<file path="config.mk">
export PLATFORM = sky130hd
export DESIGN_NAME = sram_arbiter
export DESIGN_NICKNAME = d
export VERILOG_FILES = /design/src/rtl/sram_arbiter_pkg.sv /design/src/rtl/rr_arb_tree_lite.sv /design/src/rtl/sram_arbiter.sv
export SDC_FILE = /design/constraint.sdc
export NUM_CORES = 1
export LEC_CHECK = 0
export BUFFER_PORTS_ARGS = -buffer_cell sky130_fd_sc_hd__clkbuf_2
export CAP_MARGIN = 20
export CELL_PAD_IN_SITES_DETAIL_PLACEMENT = 1
export CELL_PAD_IN_SITES_GLOBAL_PLACEMENT = 2
export CORE_ASPECT_RATIO = 0.9
export CORE_MARGIN = 2
export CORE_UTILIZATION = 11
export CTS_BUF_LIST = sky130_fd_sc_hd__clkbuf_8
export DETAILED_ROUTE_END_ITERATION = 12
export PLACE_DENSITY = 0.8
export SLEW_MARGIN = 30
export SYNTH_ARGS = -nofsm -noshare
export SYNTH_HDL_FRONTEND = slang
export SYNTH_SLANG_ARGS = --single-unit
</file>
<file path="constraint.sdc">
create_clock -name clk_i -period 1.6 [get_ports clk_i]
set_input_delay 0.08 -clock clk_i [delete_from_list [all_inputs] [get_ports clk_i]]
set_output_delay 0.08 -clock clk_i [all_outputs]
set_load 0.03 [all_outputs]
</file>
<file path="src/rtl/sram_arbiter_pkg.sv">
// rtl/sram_arbiter_pkg.sv - shared types for the SRAM arbiter
package sram_arbiter_pkg;
  typedef enum logic {INIT, RUN} state_e;
endpackage

</file>
<file path="src/rtl/rr_arb_tree_lite.sv">
// rtl/rr_arb_tree_lite.sv - combinational round-robin picker
// Searches upward from ptr_i with wrap; idx_o/valid_o describe the one-hot winner.
module rr_arb_tree_lite #(
  parameter int N  = 2,
  parameter int IW = (N > 1) ? $clog2(N) : 1
) (
  input  logic [N-1:0]  req_i,
  input  logic [IW-1:0] ptr_i,
  output logic [N-1:0]  gnt_o,
  output logic [IW-1:0] idx_o,
  output logic          valid_o
);

  logic [IW-1:0] cand;

  always_comb begin
    gnt_o   = '0;
    idx_o   = '0;
    valid_o = 1'b0;
    cand    = '0;
    for (int i = 0; i < N; i++) begin
      cand = IW'((int'(ptr_i) + i) % N);
      if (!valid_o && req_i[cand]) begin
        valid_o     = 1'b1;
        gnt_o[cand] = 1'b1;
        idx_o       = cand;
      end
    end
  end

endmodule

</file>
<file path="src/rtl/sram_arbiter.sv">
// rtl/sram_arbiter.sv - round-robin sharing of one single-port SRAM
// Zero-fills the array after reset, then grants one requester per cycle.
module sram_arbiter
  import sram_arbiter_pkg::*;
#(
  parameter int NUM_PORTS  = 2,
  parameter int DATA_WIDTH = 64,
  parameter int NUM_WORDS  = 1024,
  parameter int INIT_EN    = 1,
  localparam int AW = $clog2(NUM_WORDS),
  localparam int BW = (DATA_WIDTH + 7) / 8
) (
  input  logic                          clk_i,
  input  logic                          rst_i,
  input  logic [NUM_PORTS-1:0]          req_i,
  input  logic [NUM_PORTS-1:0]          we_i,
  input  logic [NUM_PORTS*AW-1:0]       addr_i,
  input  logic [NUM_PORTS*DATA_WIDTH-1:0] wdata_i,
  input  logic [NUM_PORTS*BW-1:0]       be_i,
  output logic [NUM_PORTS-1:0]          gnt_o,
  output logic [NUM_PORTS-1:0]          rvalid_o,
  output logic [DATA_WIDTH-1:0]         rdata_o,
  output logic                          init_done_o,
  output logic                          sram_req_o,
  output logic                          sram_we_o,
  output logic [AW-1:0]                 sram_addr_o,
  output logic [DATA_WIDTH-1:0]         sram_wdata_o,
  output logic [BW-1:0]                 sram_be_o,
  input  logic [DATA_WIDTH-1:0]         sram_rdata_i
);

  localparam int PW = (NUM_PORTS > 1) ? $clog2(NUM_PORTS) : 1;

  state_e                state_q, state_d;
  logic [AW-1:0]         cnt_q, cnt_d;
  logic [PW-1:0]         ptr_q, ptr_d;
  logic [NUM_PORTS-1:0]  rvalid_q, rvalid_d;
  logic                  done_q, done_d;

  logic [NUM_PORTS-1:0]  arb_gnt;
  logic [PW-1:0]         arb_idx;
  logic                  arb_valid;

  rr_arb_tree_lite #(.N(NUM_PORTS), .IW(PW)) u_arb (
    .req_i  (req_i),
    .ptr_i  (ptr_q),
    .gnt_o  (arb_gnt),
    .idx_o  (arb_idx),
    .valid_o(arb_valid)
  );

  always_comb begin
    state_d      = state_q;
    cnt_d        = cnt_q;
    ptr_d        = ptr_q;
    done_d       = done_q;
    rvalid_d     = '0;
    gnt_o        = '0;
    sram_req_o   = 1'b0;
    sram_we_o    = 1'b0;
    sram_addr_o  = '0;
    sram_wdata_o = '0;
    sram_be_o    = '0;
    case (state_q)
      INIT: begin
        sram_req_o  = 1'b1;
        sram_we_o   = 1'b1;
        sram_be_o   = '1;
        sram_addr_o = cnt_q;
        cnt_d       = cnt_q + 1'b1;
        if (cnt_q == AW'(NUM_WORDS - 1)) begin
          state_d = RUN;
          done_d  = 1'b1;
          cnt_d   = '0;
        end
      end
      default: begin
        if (arb_valid) begin
          gnt_o        = arb_gnt;
          sram_req_o   = 1'b1;
          sram_we_o    = we_i[arb_idx];
          sram_addr_o  = addr_i[int'(arb_idx)*AW +: AW];
          sram_wdata_o = wdata_i[int'(arb_idx)*DATA_WIDTH +: DATA_WIDTH];
          sram_be_o    = be_i[int'(arb_idx)*BW +: BW];
          ptr_d        = (arb_idx == PW'(NUM_PORTS - 1)) ? '0 : arb_idx + 1'b1;
          rvalid_d     = we_i[arb_idx] ? '0 : arb_gnt;
        end
      end
    endcase
    // Nothing may reach the SRAM or a requester while reset is held.
    if (rst_i) begin
      gnt_o      = '0;
      sram_req_o = 1'b0;
    end
  end

  always_ff @(posedge clk_i) begin
    if (rst_i) begin
      state_q  <= (INIT_EN != 0) ? INIT : RUN;
      cnt_q    <= '0;
      ptr_q    <= '0;
      rvalid_q <= '0;
      done_q   <= (INIT_EN == 0);
    end else begin
      state_q  <= state_d;
      cnt_q    <= cnt_d;
      ptr_q    <= ptr_d;
      rvalid_q <= rvalid_d;
      done_q   <= done_d;
    end
  end

  assign rvalid_o    = rst_i ? '0 : rvalid_q;
  assign rdata_o     = sram_rdata_i;
  assign init_done_o = done_q;

endmodule

</file>
Word level (Yosys, flattened, before mapping)
Cells that the tools add are included.
{ "classes": {"add_sub_neg": 3, "mul": 1, "n_lt_le_gt_ge": 5, "eq_ne": 1, "shifts": 3, "n_mux": 35, "bitwise_logic": 3, "n_reduce_logical": 7} }
{ "op_table": {"columns": ["op", "n"], "rows": [
  ["$mux W64", 2],
  ["$shiftx A128 B8 Y64", 1],
  ["$mux W10", 3],
  ["$mux W1", 20],
  ["$shiftx A20 B6 Y10", 1],
  ["$mux W8", 2],
  ["$shiftx A16 B5 Y8", 1],
  ["$mux W2", 6],
  ["$add A10 B1 Y10 const B", 1],
  ["$eq A10 B10 Y1 const B", 1],
  ["$lt A1 B2 Y1 const B", 3],
  ["$mul A1 B3 Y4 const B", 1],
  ["$reduce_and A2 Y1", 2],
  ["$reduce_or A4 Y1", 1],
  ["$logic_and A1 B1 Y1", 3],
  ["$add A1 B1 Y1 const B", 2],
  ["$demux W1 S1", 2],
  ["$ge A1 B1 Y1 const B", 2],
  ["$not A1 Y1", 2],
  ["$or A2 B2 Y2", 1],
  ["$logic_not A1 Y1", 1]
]} }
{ "word_totals": {"reg_bits": 15, "in_bits": 234, "out_inout_bits": 153, "wordCells": 63} }

Longest topological paths before layout
{ "depth": {"ltp_word": 10, "ltp_mapped": 6, "depth_no_buf": 5} }

Modules after synthesis
A second synthesis with hierarchy kept.
{ "hier_totals": {"cells_unflattened": 338, "hier_area_um2": 2549.9} }
{ "by_module_without_submodules": {"columns": ["mod", "n_inst", "cells_per_inst", "area_per_inst_um2", "seq_area_each_um2"], "rows": [
  ["sram_arbiter", 1, 333, 2517.4, 300.3],
  ["rr_arb_tree_lite", 1, 5, 32.5, 0.0]
]} }

Worst setup path before layout
No wires, ideal clock.
{ "synth_timing": {"path_type": "flip-flop to flip-flop", "start": "reg state_q", "end": "reg rvalid_q[0]", "setup_ns": 0.071, "arrival_ns": 1.679, "required_ns": 1.529, "slack_ns": -0.151, "path_stages_with_launch": 6, "n_path_buf": 2, "synth_period_minus_slack_ns": 1.751, "cell_sequence": "dfxtp_1 -> buf_6 -> inv_1 -> clkbuf_1 -> nor3b_1 -> a21boi_1"} }
{ "synth_via": {"elab_chain_cells": 2} }
{ "synth_lines": {"columns": ["item", "line", "text"], "rows": [
  ["from (decl)", "sram_arbiter.sv:34", "state_e state_q, state_d;"],
  ["from (signal assigned)", "sram_arbiter.sv:99", "state_q <= (INIT_EN != 0) ? INIT : RUN;"],
  ["from (signal assigned)", "sram_arbiter.sv:105", "state_q <= state_d;"],
  ["$not A1 Y1 (no line)", null, null],
  ["$reduce_or A4 Y1 (no line)", null, null],
  ["to (signal assigned)", "sram_arbiter.sv:108", "rvalid_q <= rvalid_d;"],
  ["to (decl)", "sram_arbiter.sv:37", "logic [NUM_PORTS-1:0] rvalid_q, rvalid_d;"]
]} }
No other way between the ends.
A chain may end at the register's enable or synchronous reset.

Worst setup path after layout
{ "layout_timing": {"start": "reg ptr_q", "end": "out sram_be_o[6]"} }
{ "layout_via": {"elab_chain_cells": 9, "elab_cells_between_ends": 14, "cone_classes": "1 x add/sub; 1 x shift; 10 x mux; 2 x reduce/logical"} }
{ "layout_lines": {"columns": ["item", "line", "text"], "rows": [
  ["from (decl)", "sram_arbiter.sv:36", "logic [PW-1:0] ptr_q, ptr_d;"],
  ["from (signal assigned)", "sram_arbiter.sv:107", "ptr_q <= ptr_d;"],
  ["$mux W1 (not written as such) (2 in a row)", "rr_arb_tree_lite.sv:23", "if (!valid_o && req_i[cand]) begin"],
  ["$mux W1", "rr_arb_tree_lite.sv:23", null],
  ["$logic_not A1 Y1", "rr_arb_tree_lite.sv:23", null],
  ["$logic_and A1 B1 Y1", "rr_arb_tree_lite.sv:23", null],
  ["$mux W1", "rr_arb_tree_lite.sv:23", null],
  ["$shiftx A16 B5 Y8", "sram_arbiter.sv:84", "sram_be_o = be_i[int'(arb_idx)*BW +: BW];"],
  ["$mux W8 *", "sram_arbiter.sv:78", "if (arb_valid) begin"],
  ["$mux W8 *", "sram_arbiter.sv:64", "case (state_q)"],
  ["to (decl)", "sram_arbiter.sv:28", "output logic [BW-1:0] sram_be_o,"]
]} }
Every way passes the cells marked *; elsewhere a longest branch is shown, timed or not. The select of a mux whose other input is x is not followed.

==> flow_metrics.env <==
export IMPL_grt_pass1_wl_mm=19.0
export IMPL_insertion_delay_ps=250
export IMPL_vias_per_cell=3.88
export IMPL_fin_ws_ps=-137
export IMPL_cts_root_buf="clkbuf_8"
export IMPL_ant_nets=0
export IMPL_outcome="finished, violations left"
export IMPL_power_w=0.00149
export IMPL_power_density_mw_per_mm2=284
export IMPL_drc=0
export IMPL_hold_viol_final=0
export IMPL_hold_depth=2
export IMPL_worst_path_buf_inv=2
export IMPL_drt_wl_total_mm=15.2
export IMPL_mostFrequentLayoutCells="clkbuf_2 (173), nand2_1 (90), a21oi_2 (56)"
export IMPL_cts_tree="built"
export IMPL_routedWlPerCell_um=16.9
export IMPL_drtIter0Drc=72
export IMPL_fin_area_mm2=0.00525
export IMPL_syn2layout_area_growth_pct=118
export IMPL_antenna_found_initial=0
export IMPL_leakage_nw=2.51
export IMPL_port_buffers=258
export IMPL_vdd_drop_max_v=0.000233
export IMPL_die_h_um=144
export IMPL_synth_top_cell_area_share_pct=21.3
export IMPL_rsz0062_at_grt="true"
export IMPL_crit_chain="nand2b_4, and2_4, clkbuf_16, a221o_1, clkbuf_8"
export IMPL_syn_nets=635
export IMPL_die_w_um=160
export IMPL_grt_usage_pct=10.4
export IMPL_layout_nets=846
export IMPL_path_clk_slew_ps=70
export IMPL_syn_inst=400
export IMPL_first_pass_iters=4
export IMPL_worstRegToRegCells=4
export IMPL_synth_distinct_cells=39
export IMPL_cts_sinks=15
export IMPL_fmax_ghz=0.576
export IMPL_synthTopCellsByArea="nand2_1 (21%), buf_4 (20%), a21oi_1 (15%), dfxtp_1 (12%), mux2i_1 (4.2%)"
export IMPL_finClkSkew_ps=7.98
export IMPL_synth_ff_type="dfxtp_1"
export IMPL_yosysTopAreaCell="nand2_1"
export IMPL_grt_pass1_vias=3349
export IMPL_place_area_mm2=0.00383
export IMPL_syn_avg_cell_area_um2=6.03
export IMPL_worst_setup_path_start_kind="register"
export IMPL_syn_cell_area_mm2=0.00241
export IMPL_htreeDepth=1
export IMPL_hpwlAfterDp_mm=10.8
export IMPL_gp_congestion=0.754
export IMPL_slowest_stage="a221o_1"
export IMPL_grt_max_degree=35
export IMPL_setup_viol=72
export IMPL_yosys_warnings=0
export IMPL_initial_utilization_pct=11.2
export IMPL_final_layout_size_suffix_gt1_share_pct=70.8
export IMPL_cp_arrival_ps=1660
export IMPL_mostFrequentLayoutCell="clkbuf_2"
export IMPL_ys_seq_area_share_pct=12.5
export IMPL_required_ps=1520
export IMPL_cp_top_family="simple AND/OR/NAND/NOR gates"
export IMPL_ys_ff_latch=15
export IMPL_maxCapViolCount=0
export IMPL_dr_total_vias=3500
export IMPL_crit_fanout=7
export IMPL_slew_headroom_pct=67.0
export IMPL_synth_edf_count=0
export IMPL_criticalPathCategory="register to output pin"
export IMPL_drv_slew=0
export IMPL_overflow=0
export IMPL_clock_path_buffers=2
export IMPL_worstMarginPinSlew_ps=493
export IMPL_cp_depth=5
export IMPL_cts_buffers=3
export IMPL_post_route_period_util_pct=109
export IMPL_rows=51
export IMPL_dieArea_mm2=0.0231
export IMPL_cpPeakStageDelay_ps=330
export IMPL_endpoint_kind="output pin"
export IMPL_period_needed_ps=1740
export IMPL_violations="negative setup slack"
export IMPL_fill_cells=2664
export IMPL_hp_class="input pin to register"
export IMPL_core_area_mm2=0.0216
export IMPL_synthArstFlopShare_pct=0
export IMPL_ios=387
[layer usage]
layer	wire length [µm]	GRT usage [%]	vias to the layer above
met3	1030	2.93	38
met2	7400	17.5	172
li1	-	-	1699
met1	6440	13.1	1591
met4	361	2.66	0
met5	0	0	-
[Yosys cell counts, drive strengths merged (2+ instances only)]
library cell / number
nor2: 6
xnor2: 4
dfxtp: 15
buf: 86
or3: 4
nand4: 2
a21boi: 2
a31oi: 2
nand2b: 3
a221o: 9
o21ai: 3
nand2: 137
or2: 3
nand3: 6
nor2b: 3
a21oi: 71
o2bb2ai: 5
nor4: 2
mux2i: 10
o22ai: 4
nor3: 3
inv: 5
clkbuf: 9
[registers in the layout, indices dropped and copies added, names as in the netlist]
register     cells
rvalid_q         2
init_done_o      1
state_q          1
cnt_q           10
ptr_q            1
[final timing paths]
check	start	endpoint	slack (ps)
worst max-delay path	ptr_q$_SDFFE_PP0P_	sram_be_o[6]	-140
worst min-delay path	we_i[0]	rvalid_q[0]$_SDFF_PP0_	20
worst max register to register	cnt_q[5]$_SDFFE_PP0N_	cnt_q[7]$_SDFFE_PP0N_	130
worst min register to register	init_done_o$_SDFFE_PP0P_	init_done_o$_SDFFE_PP0P_	490
[per-stage QoR]
step,instances,setup TNS [ps],hold WS (ps),worst slack [ps],util [%]
4_1_cts,883,-6140,10.5,-137,19.6
3_5_place_dp,878,0,160,23.3,17.8
3_3_place_gp,878,0,160,64.4,17.8
5_1_grt,901,-10580,22.7,-212,24.3
2_1_floorplan,400,0,158,14.8,-
6_report,902,-4090,18.5,-137,24.4
[area by class of cell]
type / instances / area (µm²) / area share [%]
sequential: 15 / 303 / 5.76
clock buffer: 3 / 41.3 / 0.786
tap: 291 / 364 / 6.93
antenna: 1 / 2.50 / 0.0476
clock inverter: 1 / 7.51 / 0.143
timing repair buffer: 300 / 2450 / 46.7
multi-input combinational: 286 / 2060 / 39.3
inverter: 5 / 18.8 / 0.357
[power by group]
group          internal (W)  leakage [nW]  switching [W]  total [W]
logic              0.000384          2.37       0.000387   0.000771
registers          0.000382         0.123     0.00000823   0.000390
clock network      0.000175        0.0217       0.000154   0.000329
[repair_timing]
| action | in CTS | in global routing |
|---|---|---|
| buffers inserted | 0 | 8 |
| endpoints found under the setup margin | 82 | 87 |
| cloned | 1 | 10 |
| resized for setup | 88 | 292 |
| hold endpoints to repair | 0 | 0 |
| hold buffers | 0 | 0 |
| pin swaps | 1 | 70 |
[logic make-up (layout without fill, tap and decap cells)]
| group | count (synthesis) | after routing | share of synthesized area [%] |
|---|---|---|---|
| fa+ha+maj | 1 | 1 | 0.519 |
| simple gates | 172 | 173 | 30.6 |
| mux | 10 | 10 | 4.15 |
| buf+inv | 100 | 309 | 26.9 |
| compound gates | 98 | 98 | 24.0 |
| xor+xnor | 4 | 4 | 1.45 |
| flops | 15 | 15 | 12.5 |
| other cells | 0 | 1 | 0 |
Note: power is estimated with default switching activity, not from simulation.
